`src/rtl/rtc_pscr_div_pkg.sv`:
```
// Shared types and defaults for the RTC prescaler.
package rtc_pscr_div_pkg;

    // Prescaler control states
    typedef enum logic [1:0] {
        RUN  = 2'd0,   // counting, divisor load may be accepted
        WAIT = 2'd1,   // divisor accepted, finishing the old period
        LOAD = 2'd2    // one-cycle swap of the pending divisor
    } pscr_state_e;

    // Divisor active out of reset (0 and 1 both tick every cycle)
    localparam int unsigned DIV_RST_DEF   = 1;
    localparam int unsigned DIV_WIDTH_DEF = 32;

endpackage

```
`src/rtl/rtc_pscr_div_if.sv`:
```
// Divisor load handshake between the CDC destination side and the prescaler.
interface rtc_pscr_div_if #(
    parameter int DIV_WIDTH = 32
);
    logic [DIV_WIDTH-1:0] div_i;        // requested divisor N
    logic                 div_valid_i;  // single-cycle valid pulse
    logic                 div_ready_o;  // prescaler can take a new divisor

    modport master (output div_i, output div_valid_i, input  div_ready_o);
    modport slave  (input  div_i, input  div_valid_i, output div_ready_o);
endinterface

```
`src/rtl/rtc_pscr_div_dffer.sv`:
```
// Register primitive: async active-low reset to RST_VAL, load when en_i.
module rtc_pscr_div_dffer #(
    parameter int             W       = 1,
    parameter logic [W-1:0]   RST_VAL = '0
) (
    input  logic         clk_i,
    input  logic         rst_n_i,
    input  logic         en_i,
    input  logic [W-1:0] d_i,
    output logic [W-1:0] q_o
);

    // State holding register with enable
    always_ff @(posedge clk_i or negedge rst_n_i) begin
        if (!rst_n_i)  q_o <= RST_VAL;
        else if (en_i) q_o <= d_i;
    end

endmodule

```
`src/rtl/rtc_pscr_div.sv`:
```
// RTC prescaler: divides clk_i by a runtime-loaded divisor, emits one-cycle
// tick strobes and a decoded divided-clock level. New divisors arrive over a
// valid/ready handshake and are swapped in during a one-cycle LOAD state.
module rtc_pscr_div
    import rtc_pscr_div_pkg::*;
#(
    parameter int          DIV_WIDTH = DIV_WIDTH_DEF,
    parameter int unsigned DIV_RST   = DIV_RST_DEF,
    parameter bit          ALIGN     = 1'b1
) (
    input  logic            clk_i,
    input  logic            rst_n_i,
    rtc_pscr_div_if.slave   div_if,
    output logic            div_done_o,
    output logic            clk_trg_o,
    output logic            clk_o
);

    localparam logic [DIV_WIDTH-1:0] ONE     = DIV_WIDTH'(1);
    localparam logic [DIV_WIDTH-1:0] DIV_RV  = DIV_WIDTH'(DIV_RST);

    logic [DIV_WIDTH-1:0] cnt_q, cnt_d;
    logic [DIV_WIDTH-1:0] div_q;
    logic [DIV_WIDTH-1:0] pend_q;
    logic [DIV_WIDTH-1:0] lim;
    logic [1:0]           state_raw;
    pscr_state_e          state_q, state_d;
    logic                 tick_hit;
    logic                 hs;
    logic                 active;   // counter drives the outputs (RUN or WAIT)

    assign state_q = pscr_state_e'(state_raw);

    // Divisors 0 and 1 both collapse to a one-cycle period
    assign lim      = (div_q <= ONE) ? '0 : div_q - ONE;
    assign tick_hit = (cnt_q == lim);

    // Accept only in RUN; a valid seen elsewhere is dropped
    assign hs = div_if.div_valid_i && (state_q == RUN);

    // Counter wraps at lim and restarts the phase on every divisor swap
    assign cnt_d = ((state_q == LOAD) || tick_hit) ? '0 : cnt_q + ONE;

    rtc_pscr_div_dffer #(.W(DIV_WIDTH), .RST_VAL('0)) u_cnt (
        .clk_i   (clk_i),
        .rst_n_i (rst_n_i),
        .en_i    (1'b1),
        .d_i     (cnt_d),
        .q_o     (cnt_q)
    );

    rtc_pscr_div_dffer #(.W(DIV_WIDTH), .RST_VAL('0)) u_pend (
        .clk_i   (clk_i),
        .rst_n_i (rst_n_i),
        .en_i    (hs),
        .d_i     (div_if.div_i),
        .q_o     (pend_q)
    );

    rtc_pscr_div_dffer #(.W(DIV_WIDTH), .RST_VAL(DIV_RV)) u_div (
        .clk_i   (clk_i),
        .rst_n_i (rst_n_i),
        .en_i    (state_q == LOAD),
        .d_i     (pend_q),
        .q_o     (div_q)
    );

    rtc_pscr_div_dffer #(.W(2), .RST_VAL(2'(RUN))) u_state (
        .clk_i   (clk_i),
        .rst_n_i (rst_n_i),
        .en_i    (1'b1),
        .d_i     (2'(state_d)),
        .q_o     (state_raw)
    );

    // Next-state and handshake/status outputs
    always_comb begin
        state_d            = state_q;
        div_if.div_ready_o = 1'b0;
        div_done_o         = 1'b1;
        active             = 1'b0;
        case (state_q)
            RUN: begin
                div_if.div_ready_o = 1'b1;
                active             = 1'b1;
                // With ALIGN, a handshake on a tick cycle already sits on the
                // period boundary, so WAIT is skipped
                if (hs) state_d = (!ALIGN || tick_hit) ? LOAD : WAIT;
            end
            WAIT: begin
                // Old period keeps running and still ticks at its end
                active = 1'b1;
                if (tick_hit) state_d = LOAD;
            end
            LOAD: begin
                div_done_o = 1'b0;
                state_d    = RUN;
            end
            default: state_d = RUN;
        endcase
    end

    // Strobes are forced low while reset is held so they clear asynchronously
    assign clk_trg_o = rst_n_i && active && tick_hit;
    assign clk_o     = rst_n_i && active && (div_q > ONE) && (cnt_q < (div_q >> 1));

endmodule
```
`src/flat_wrapper.sv`:
```
// flat-port wrapper written by rule: the top's interface ports become plain ports
module rtc_pscr_div_flat import rtc_pscr_div_pkg::*;
#(
    parameter int          DIV_WIDTH = DIV_WIDTH_DEF,
    parameter int unsigned DIV_RST   = DIV_RST_DEF,
    parameter bit          ALIGN     = 1'b1
)
  (clk_i, rst_n_i, div_done_o, clk_trg_o, clk_o, div_if_div_i, div_if_div_valid_i, div_if_div_ready_o);
  rtc_pscr_div_if #(.DIV_WIDTH(DIV_WIDTH)) div_if_i ();
  input  logic clk_i;
  input  logic rst_n_i;
  output logic div_done_o;
  output logic clk_trg_o;
  output logic clk_o;
  input wire logic [$bits(div_if_i.div_i)-1:0] div_if_div_i;
  input wire logic [$bits(div_if_i.div_valid_i)-1:0] div_if_div_valid_i;
  output wire logic [$bits(div_if_i.div_ready_o)-1:0] div_if_div_ready_o;
  assign div_if_i.div_i = div_if_div_i;
  assign div_if_i.div_valid_i = div_if_div_valid_i;
  assign div_if_div_ready_o = div_if_i.div_ready_o;
  rtc_pscr_div #(.DIV_WIDTH(DIV_WIDTH), .DIV_RST(DIV_RST), .ALIGN(ALIGN)) u_core (.clk_i(clk_i), .rst_n_i(rst_n_i), .div_if(div_if_i), .div_done_o(div_done_o), .clk_trg_o(clk_trg_o), .clk_o(clk_o));
endmodule
```
`config.mk`:
```
export PLATFORM = sky130hd
export DESIGN_NAME = rtc_pscr_div_flat
export DESIGN_NICKNAME = d
export VERILOG_FILES = /design/src/rtl/rtc_pscr_div_pkg.sv /design/src/rtl/rtc_pscr_div_if.sv /design/src/rtl/rtc_pscr_div_dffer.sv /design/src/rtl/rtc_pscr_div.sv /design/src/flat_wrapper.sv
export SDC_FILE = /design/constraint.sdc
export NUM_CORES = 1
export LEC_CHECK = 0
export ABC_AREA = 1
export ABC_CLOCK_PERIOD_IN_PS = 5900
export BUFFER_PORTS_ARGS = -buffer_cell sky130_fd_sc_hd__buf_2
export CORE_ASPECT_RATIO = 1.1
export CORE_MARGIN = 3
export CORE_UTILIZATION = 50
export CTS_CLUSTER_DIAMETER = 120
export DETAILED_ROUTE_END_ITERATION = 16
export GPL_TIMING_DRIVEN = 0
export HOLD_SLACK_MARGIN = 0.03
export PLACE_DENSITY_LB_ADDON = 0.05
export SYNTH_ARGS = -nofsm -noshare
export SYNTH_HDL_FRONTEND = slang
export SYNTH_SLANG_ARGS = --single-unit
```
`constraint.sdc`:
```
create_clock -name clk_i -period 5.9 [get_ports clk_i]
set_input_delay 0 -clock clk_i [delete_from_list [all_inputs] [get_ports clk_i]]
set_output_delay 0 -clock clk_i [all_outputs]
set_load 0.005 [all_outputs]
```
* Word-level counts from Yosys, hierarchy flattened
Index checks and enable logic that the tools add are counted.
** Word-level totals
- Register bits after elaboration :: 98
- Output and inout port bits :: 4
- Word-level logic and storage cells :: 32
** Cells by class
- Add/sub/neg operators :: 2
- $lt $le $gt $ge :: 3
- Eq/ne operators :: 5
- Multiplexer cells :: 9
- Reduce and logical (&&, ||, !) cells :: 9
** Operators by type and width (count)
- $mux 32 :: 2
- $add 32x1->32 const B :: 1
- $eq 32x32->1 :: 1
- $gt 32x1->1 const B :: 1
- $le 32x1->1 const B :: 1
- $lt 32x31->1 :: 1
- $sub 32x1->32 const B :: 1
- $mux 2 :: 3
- $logic_and 1x1->1 :: 5
- $ne 2x1->1 const B :: 2
- $pmux 2 s2 :: 1
- $mux 1 :: 3
- $eq 2x1->1 const B :: 1
- $eq 2x2->1 const B :: 1
- $logic_not 2->1 :: 1
- $reduce_and 2->1 :: 1
- $reduce_or 2->1 :: 1
- $logic_or 1x1->1 :: 1

* Depth between registers and ports, before layout
Gate-level depths: netlist of the first run.
- Word-level depth :: 6
- Depth in mapped cells :: 19
- Mapped depth without buffers :: 19

* Hierarchy
From an unflattened synthesis of the first run, not the netlist that was laid out.
** Second synthesis, totals
- Cell total of the unflattened synthesis :: 1146
- Area total of the unflattened synthesis :: 7551.0 µm²
** By module, submodules not included
- rtc_pscr_div :: instances 1, cells each 729, area an instance 3595.9 µm², seq. area each 0.0 µm²
- rtc_pscr_div_dffer at u_core.u_cnt ... :: instances 2, cells each 136, area an instance 1292.5 µm², seq. area each 800.8 µm²
- rtc_pscr_div_dffer at u_core.u_div :: instances 1, cells each 136, area an instance 1293.7 µm², seq. area each 802.0 µm²
- rtc_pscr_div_dffer at u_core.u_state :: instances 1, cells each 9, area an instance 76.3 µm², seq. area each 50.0 µm²

* Worst setup path before layout of the first run
No wires, ideal clock.
- Path kind :: reg-to-reg
- Start point :: register u_core.u_div.q_o[0]
- End point :: register u_core.u_cnt.q_o[6]
- Setup time :: 122 ps
- Arrival time :: 2236 ps
- Required time :: 5778 ps
- Path slack :: 3542 ps
- Cell stages (with the launch flop) :: 19
- Path buffers :: 2
- Cell sequence :: dfstp_2 -> inv_1 -> ha_1 -> nand2_2 -> nor2_1 -> nor2_1 -> nor2_2 -> buf_6 -> nor2_1 -> nand2_1 -> nand2_1 -> nand2_1 -> nor2_1 -> nand2_1 -> nor2_1 -> nand3_2 -> nand2_4 -> buf_6 -> nor2_2
** On the way
- Longest elaborated chain between the ends :: 5
- Elaborated cells on any way between the ends :: 6
- Those cells by class :: add/sub (1); order compare (1); eq/ne (1); mux (2); reduce/logical (1)
** Ends and longest elaborated chain
- start: declaration :: RTL line rtc_pscr_div_dffer.sv:10 : output logic [W-1:0] q_o
- start signal: assignment :: RTL line rtc_pscr_div_dffer.sv:16 : else if (en_i) q_o <= d_i;
- $sub 32x1->32 / $le 32x1->1 (equally long branches) :: RTL line rtc_pscr_div.sv:35 : assign lim = (div_q <= ONE) ? '0 : div_q - ONE;
- $mux 32 (*) :: RTL line rtc_pscr_div.sv:35
- $eq 32x32->1 (*) :: RTL line rtc_pscr_div.sv:36 : assign tick_hit = (cnt_q == lim);
- $logic_or 1x1->1 (*) :: RTL line rtc_pscr_div.sv:42 : assign cnt_d = ((state_q == LOAD) || tick_hit) ? '0 : cnt_q + ONE;
- $mux 32 (*) :: RTL line rtc_pscr_div.sv:42
- via u_core.cnt_d[6] :: RTL line rtc_pscr_div.sv:22 : logic [DIV_WIDTH-1:0] cnt_q, cnt_d;
- end signal: assignment :: RTL line rtc_pscr_div_dffer.sv:16
- end: declaration :: RTL line rtc_pscr_div_dffer.sv:10
Mark *: on every way through the listed nets, which the timed path passes. The rest lies on a longest branch.
A chain may end at the register's enable or synchronous reset.

* Final worst setup path of the first run
- Start point :: register u_core.u_div.q_o[0]
- End point :: output clk_trg_o
** On the way
- Longest elaborated chain between the ends :: 4
- Elaborated cells on any way between the ends :: 5
- Those cells by class :: add/sub (1); order compare (1); eq/ne (1); mux (1); reduce/logical (1)
** Ends and longest elaborated chain
- $sub 32x1->32 / $le 32x1->1 (equally long branches) :: RTL line rtc_pscr_div.sv:35
- $mux 32 (*) :: RTL line rtc_pscr_div.sv:35
- $eq 32x32->1 (*) :: RTL line rtc_pscr_div.sv:36
- $logic_and 1x1->1 (*) :: RTL line rtc_pscr_div.sv:104 : assign clk_trg_o = rst_n_i && active && tick_hit;
- end: declaration :: RTL line flat_wrapper.sv:13 : output logic clk_trg_o;
Every way passes the cells marked *; elsewhere a longest branch is shown, timed or not.

==> results.md, run 1 <==
• part of the cycle the worst path needs: 51.9%
• arrival time at the worst endpoint: 3.06 ns
• level count of the clock H-tree: 3
• Vert. Die Dim: 128 µm
• area share of the leading cell type in the synthesized netlist: 36.2%
• transition at the pin with the smallest max-transition slack: 0.599 ns
• Critical Setup Path Class: reg2out
• final hold violation count: 0
• LEAKAGE: 3.86 nW
• post-CTS setup-driven buffer insertion count: 0
• startpoint type of the worst setup path: flop
• area of the die: 14900 µm²
• cts repair resizes: 0
• core region area: 12900 µm²
• Pwr Density: 249 nW/µm²
• final cell area excluding filler cells: 7800 µm²
• Detailed Routing Iterations Pass 1: 5
• row count: 43
• source-to-sink clock delay at the later pin of the worst-skew pair: 0.36 ns
• CTS Buf Count: 9
• Clock Path Buffers: 2
• die width: 116 µm
• number of enable flip-flop cells after synthesis: 0
• post-route ant nets: 0
• count of fill cells added during filler insertion: 1178
• drt first-iter violations: 442
• I/O pin cnt: 39
• vias post-DR: 6196
• Mean Syn Cell Area: 7.17 µm²
• worst slack at placement: 3.09 ns
• largest fanout on the critical path: 10
• CTS tree: built
• Post-Syn Instances: 937
• clk sink count: 98
• DRC violation count after routing: 0
• multi-input combinational cell area: 3690 µm²
• post-layout minimum cycle time: 3.06 ns
• detailed placer's ending HPWL: 14300 µm
• most frequently used cell type in the post-synthesis netlist: nand2_1
• Final #Nets: 1089
• maxcap violations: 0
• share of cells above drive strength 1: 11.3%
• detail-routed net length per standard cell: 15.5 µm
• fmax: 327 MHz
• Synth Cell Area: 6710 µm²
• pins over their slew limit: 0
• number of vias per cell: 5.24
• Ant. Diodes: 0
• flip-flop and latch count after synthesis: 98
• CP cell instances: inv_1 -> ha_1 -> nand2_2 -> a21oi_2 -> nand3_2 -> buf_6 -> nand4_1 -> nand2_1 -> nor2_1 -> inv_1 -> nor2_1 -> nand2_1 -> nor2_1 -> nand2_1 -> nor2_1 -> buf_2
• worst-case headroom to the max-slew limit: 59.7%
• number of synthesis warnings: 0
• worst hold margin: 0.112 ns
• Routed WL: 18300 µm
• Hold/Removal Path Class: in2async
• count of unique library cells instantiated by Yosys: 39
• Commonest cells post-synth: nand2_1, nor2_1, inv_1
• Max stage delay on crit path: 0.39 ns
• wire length of the first global-routing pass: 29900 µm
• post-synthesis sequential area ratio: 36.5%
• required time of the critical path: 5.90 ns
• flop-to-flop setup slack: 3.06 ns
• cell type of the slowest stage on the worst timing path: dfstp_2
• overall fraction of global-route tracks in use: 26.0%
• maximum VDD drop: 226 µV
• sum of negative setup slack: 0 ns
• kind of end point of the critical path: output port
• total area of sequential cells: 2450 µm²
• Synth Net Count: 1005
• Top cell by count, worst path: nor2_1
• Congestion Overflow GR: 0
• setup repair after global routing missed its margin: false
• Area Overhead vs Synth: 16.1%
• final setup slack of the worst path: 2.84 ns
• setup violation total in the final timing report: 0
• largest cells by area after synthesis: dfrtp_1, nand2_1, nor2_1
• proportion of register bits with asynchronous set or reset after synthesis: 100%
• Initial Util: 52.2%
• vias in the first global route: 5904
• placed inst area: 7130 µm²
• Setup Skew: 0.0102 ns
• Clock Tree Root: clkbuf_16
• pin count of the biggest net entering global routing: 72
• dominant synthesized flop cell: dfrtp_1
• initial antenna violation count: 0
• CTS clk-pin slew, worst paths: 0.07 ns
• number of port buffers: 38
• cell type with the largest total area after synthesis: dfrtp_1
• run status: completed
• RD Place Congestion: 0.985
==> cell usage in the layout (no fill, tap or decap), types with 2 or more instances in the layout <==
master         synthesis  layout
nor3_1                14      14
nor2_2                17      17
dfrtp_1               97      97
nor2_4                 2       2
inv_1                114     114
nand3_1               53      53
nor2_1               159     159
dlygate4sd3_1          0      34
nor4_1                 3       3
nand3_2                4       4
ha_1                  33      33
xnor2_1                2       2
o21ai_0               30      30
buf_2                  0      37
bufinv_16              0       2
nand2_1              229     229
buf_6                  7       7
a21oi_1               47      47
inv_6                  0       2
a2111oi_0              2       2
mux2_2                19      19
inv_2                  2       2
o21bai_1               4       4
xor2_1                31      31
o21ai_1               10      10
nand2_2                4       4
nand4_1               28      28
clkbuf_1              11      12
clkbuf_16              0       9
buf_4                  1       2
==> per-layer routing <==
layer	share of wire, %	vias up	track usage [%]	routed length, µm
li1	-	3171	-	-
met2	45	195	41.2	8240
met4	2.3	0	8.05	413
met1	47	2806	37.5	8660
met3	5.4	24	2.51	987
met5	0	-	0	0
==> critical path: cells and delay by family (launching register included) <==
kind	cells	cell delay (ns)
simple gates	10	1.29
buf+inv	4	0.53
flops	1	0.39
compound gates	1	0.25
fa+ha+maj	1	0.24
==> logic make-up after synthesis <==
| logic type | Yosys count | synth area share [%] |
|---|---|---|
| flip-flops | 98 | 36.5 |
| AND/OR/NAND/NOR | 520 | 33.6 |
| multiplexers | 19 | 3.19 |
| buffers and inverters | 136 | 8.44 |
| XOR/XNOR | 33 | 4.30 |
| AO/OA/AOI/OAI | 98 | 7.79 |
| adder cells (fa/ha/maj) | 33 | 6.15 |
==> per-stage QoR <==
step                      power, mW  util [%]  cells
after floorplan                1.14         -    937
after global placement         1.25      55.2   1132
after detailed placement       1.26      55.5   1133
after CTS                      1.95      60.6   1183
after global routing           2.06      60.6   1183
final                          1.94      60.6   1183
==> path summary, 6_finish.rpt <==
path | start | depth (start not counted) | end
max | u_core.u_div.q_o[0]$_DFFE_PN1P_ | 16 | clk_trg_o
min | rst_n_i | 2 | u_core.u_cnt.q_o[5]$_DFF_PN0_
max reg2reg | u_core.u_div.q_o[3]$_DFFE_PN0P_ | 15 | u_core.u_cnt.q_o[6]$_DFF_PN0_
min reg2reg | u_core.u_pend.q_o[1]$_DFFE_PN0P_ | 2 | u_core.u_pend.q_o[1]$_DFFE_PN0P_
max in group asynchronous | rst_n_i | 3 | u_core.u_div.q_o[0]$_DFFE_PN1P_
min in group clk_i | div_if_div_i[16] | 3 | u_core.u_pend.q_o[16]$_DFFE_PN0P_
==> registers in the layout (all words and copies together) (netlist names) <==
signal / flops
u_core.u_div.q_o: 32
u_core.u_state.q_o: 2
u_core.u_pend.q_o: 32
u_core.u_cnt.q_o: 32
==> area by class of cell <==
type	instances	share of cell area [%]
timing repair buffer	73	7.19
buffer	19	1.64
multi-input combinational	703	47.4
clock inverter	6	1.25
inverter	117	5.63
sequential	98	31.5
clock buffer	10	2.94
tap	157	2.52
==> what timing repair did <==
action,4_1_cts,5_1_grt
setup endpoints to repair,0,0
hold buffers,34,0
endpoints found under the hold margin,131,0
==> report_power, final <==
group	switching [mW]	internal [mW]
Combinational	0.257	0.184
Clock	0.288	0.379
Sequential	0.0796	0.750
Total	0.625	1.31
Note: power is estimated with default switching activity, not from simulation.
==> run 2: changes to the inputs <==
--- a/config.mk
+++ b/config.mk
@@ -6,7 +6,7 @@
 export NUM_CORES = 1
 export LEC_CHECK = 0
 export ABC_AREA = 1
-export ABC_CLOCK_PERIOD_IN_PS = 5900
+export ABC_CLOCK_PERIOD_IN_PS = 2800
 export BUFFER_PORTS_ARGS = -buffer_cell sky130_fd_sc_hd__buf_2
 export CORE_ASPECT_RATIO = 1.1
 export CORE_MARGIN = 3
==> constraint.sdc (replaced) <==
create_clock -name clk_i -period 2.8 [get_ports clk_i]
set_input_delay 0 -clock clk_i [delete_from_list [all_inputs] [get_ports clk_i]]
set_output_delay 0 -clock clk_i [all_outputs]
set_load 0.005 [all_outputs]
==> results.md, run 2 (synthesis results as in run 1) <==
• run status: complete, but fails checks
• violations in the final reports: setup timing
• source-to-sink clock delay at the later pin of the worst-skew pair: 0.36 ns
• internal power contribution: 2.79 mW
• I/O pin cnt: 39
• drt first-iter violations: 454
• LEAKAGE: 3.92 nW
• Final #Nets: 1099
• row count: 43
• Critical Setup Path Class: reg2out
• kind of end point of the critical path: output port
• number of vias per cell: 5.23
• CTS tree: built
• met2 wire len: 8370 µm
• setup violation total in the final timing report: 1
• largest fanout on the critical path: 10
• fin util: 62.2%
• flop-to-flop setup slack: 0.17 ns
• number of port buffers: 38
• Clock Tree Root: clkbuf_16
• CP cell instances: nor2_2 -> nand2_1 -> inv_1 -> nand2_1 -> nor2_4 -> nand3_4 -> buf_6 -> nand4_1 -> nand2_1 -> nor2_1 -> nand2_1 -> inv_1 -> nand2_1 -> nor2_1 -> nand2_2 -> nor2_1 -> buf_2
• Area Overhead vs Synth: 19.2%
• Routed WL: 18500 µm
• net switching share of the total power: 32.7%
• relative contribution of combinational cells to total power: 23.6%
• pins over their slew limit: 0
• final setup slack of the worst path: -0.00774 ns
• post-layout minimum cycle time: 2.81 ns
• sum of negative setup slack: -0.00774 ns
• cell type of the slowest stage on the worst timing path: dfrtp_1
• wire length of the first global-routing pass: 30000 µm
• Top cell by count, worst path: nand2_1
• CTS Buf Count: 9
• setup repair after global routing missed its margin: true
• Detailed Routing Iterations Pass 1: 7
• detailed route wirelength on metal3: 737 µm
• Ant. Diodes: 0
• level count of the clock H-tree: 3
• area of the die: 14900 µm²
• die width: 116 µm
• total net switching power: 1.35 mW
• worst-case headroom to the max-slew limit: 59.6%
• vias post-DR: 6235
• required time of the critical path: 2.80 ns
• core region area: 12900 µm²
• overall fraction of global-route tracks in use: 26.1%
• detailed placer's ending HPWL: 14300 µm
• sum of routed wire segments on met1: 8960 µm
• top routing layer in use: met4
• DRC violation count after routing: 0
• startpoint type of the worst setup path: flop
• most common cell after layout, fill and taps aside: nand2_1
• maximum VDD drop: 476 µV
• maxcap violations: 0
• commonest cells after routing, fill and taps aside: nand2_1, nor2_1, inv_1
• fmax: 356 MHz
• clk sink count: 98
• CTS clk-pin slew, worst paths: 0.07 ns
• arrival time at the worst endpoint: 2.81 ns
• Hold/Removal Path Class: in2async
• Max stage delay on crit path: 0.44 ns
• Setup Skew: 0.0121 ns
• worst slack at placement: -0.00581 ns
• Vert. Die Dim: 128 µm
• biggest regs: u_core.u_cnt.q_o (32), u_core.u_div.q_o (32), u_core.u_pend.q_o (32)
• Initial Util: 52.2%
• detail-routed net length per standard cell: 15.5 µm
• initial antenna violation count: 0
• RD Place Congestion: 0.985
• final hold violation count: 0
• Clock Path Buffers: 2
• Placed Cells incl. Taps: 1133
• worst hold margin: 0.110 ns
• vias in the first global route: 5916
• part of the cycle the worst path needs: 100%
• share of cells above drive strength 1: 15.2%
• non-filler cells, final: 1193
• post-route ant nets: 0
• register share of total power: 42.4%
• transition at the pin with the smallest max-transition slack: 0.601 ns
• Pwr Density: 517 nW/µm²
• pin count of the biggest net entering global routing: 72
• Congestion Overflow GR: 0
• Clock Power Share: 34.0%
## run 2: changes by cell type in the layout (fill, tap and decap cells not counted), moves of 3 or more
| cell | before | now |
|---|---|---|
| nand2_1 | 229 | 222 |
| o21ai_0 | 30 | 26 |
| nor2_2 | 17 | 28 |
| nor2_4 | 2 | 6 |
| buf_4 | 2 | 11 |
| nand2_2 | 4 | 10 |
| nor2_1 | 159 | 144 |
| inv_1 | 114 | 111 |
| inv_2 | 2 | 5 |
## run 2: metrics by stage
step                      instance area (µm²)  power (mW)
after floorplan                          6710        2.40
after detailed placement                 7130        2.66
after CTS                                7870        4.12
after global routing                     8000        4.38
final                                    8000        4.14
after global placement                   7100        2.63
## run 2: worst paths after layout
| check | from | endpoint | depth (start not counted) |
|---|---|---|---|
| max in group asynchronous | rst_n_i | u_core.u_div.q_o[0]$_DFFE_PN1P_ | 3 |
| hold reg to reg | u_core.u_pend.q_o[1]$_DFFE_PN0P_ | u_core.u_pend.q_o[1]$_DFFE_PN0P_ | 2 |
| setup reg to reg | u_core.u_div.q_o[0]$_DFFE_PN1P_ | u_core.u_cnt.q_o[6]$_DFF_PN0_ | 17 |
| min in group clk_i | div_if_div_i[16] | u_core.u_pend.q_o[16]$_DFFE_PN0P_ | 3 |
| setup / recovery | u_core.u_div.q_o[28]$_DFFE_PN0P_ | clk_trg_o | 17 |
| hold / removal | rst_n_i | u_core.u_cnt.q_o[5]$_DFF_PN0_ | 2 |
## run 2: critical path, delay by kind of cell (launching register included)
family                 cells  cell delay (ns)
AND/OR/NAND/NOR           13             1.57
flip-flops                 1             0.44
buffers and inverters      4             0.45
## run 2: power groups by stage
stage | clock network (mW) | logic, mW | registers [mW]
after global placement | 0 | 0.865 | 1.77
after floorplan | 0 | 0.679 | 1.72
final | 1.41 | 0.978 | 1.75
after CTS | 1.43 | 0.946 | 1.75
after detailed placement | 0 | 0.890 | 1.77
after global routing | 1.49 | 1.11 | 1.78
## run 2: metal layers
metal	vias up	track usage [%]
li1	3191	-
met4	0	8.33
met5	-	0
met3	26	2.51
met2	176	41.5
met1	2842	37.5
## run 2: final cells by class
cell class	count	area [µm²]
plain buffers	19	135
clock buffers	10	229
clock inverters	6	97.6
fillers	1139	4860
inverters	117	439
multi-input cells	703	3810
flip-flops and latches	98	2460
well taps	157	196
repair buffers	83	636
## run 2: what timing repair did
item                       CTS  global route
gates cloned                 0             0
pin swaps                    4             5
hold buffers                34             0
setup endpoints to repair   11            17
resized for setup           14            31
buffers inserted             3             7
hold endpoints to repair   131             0
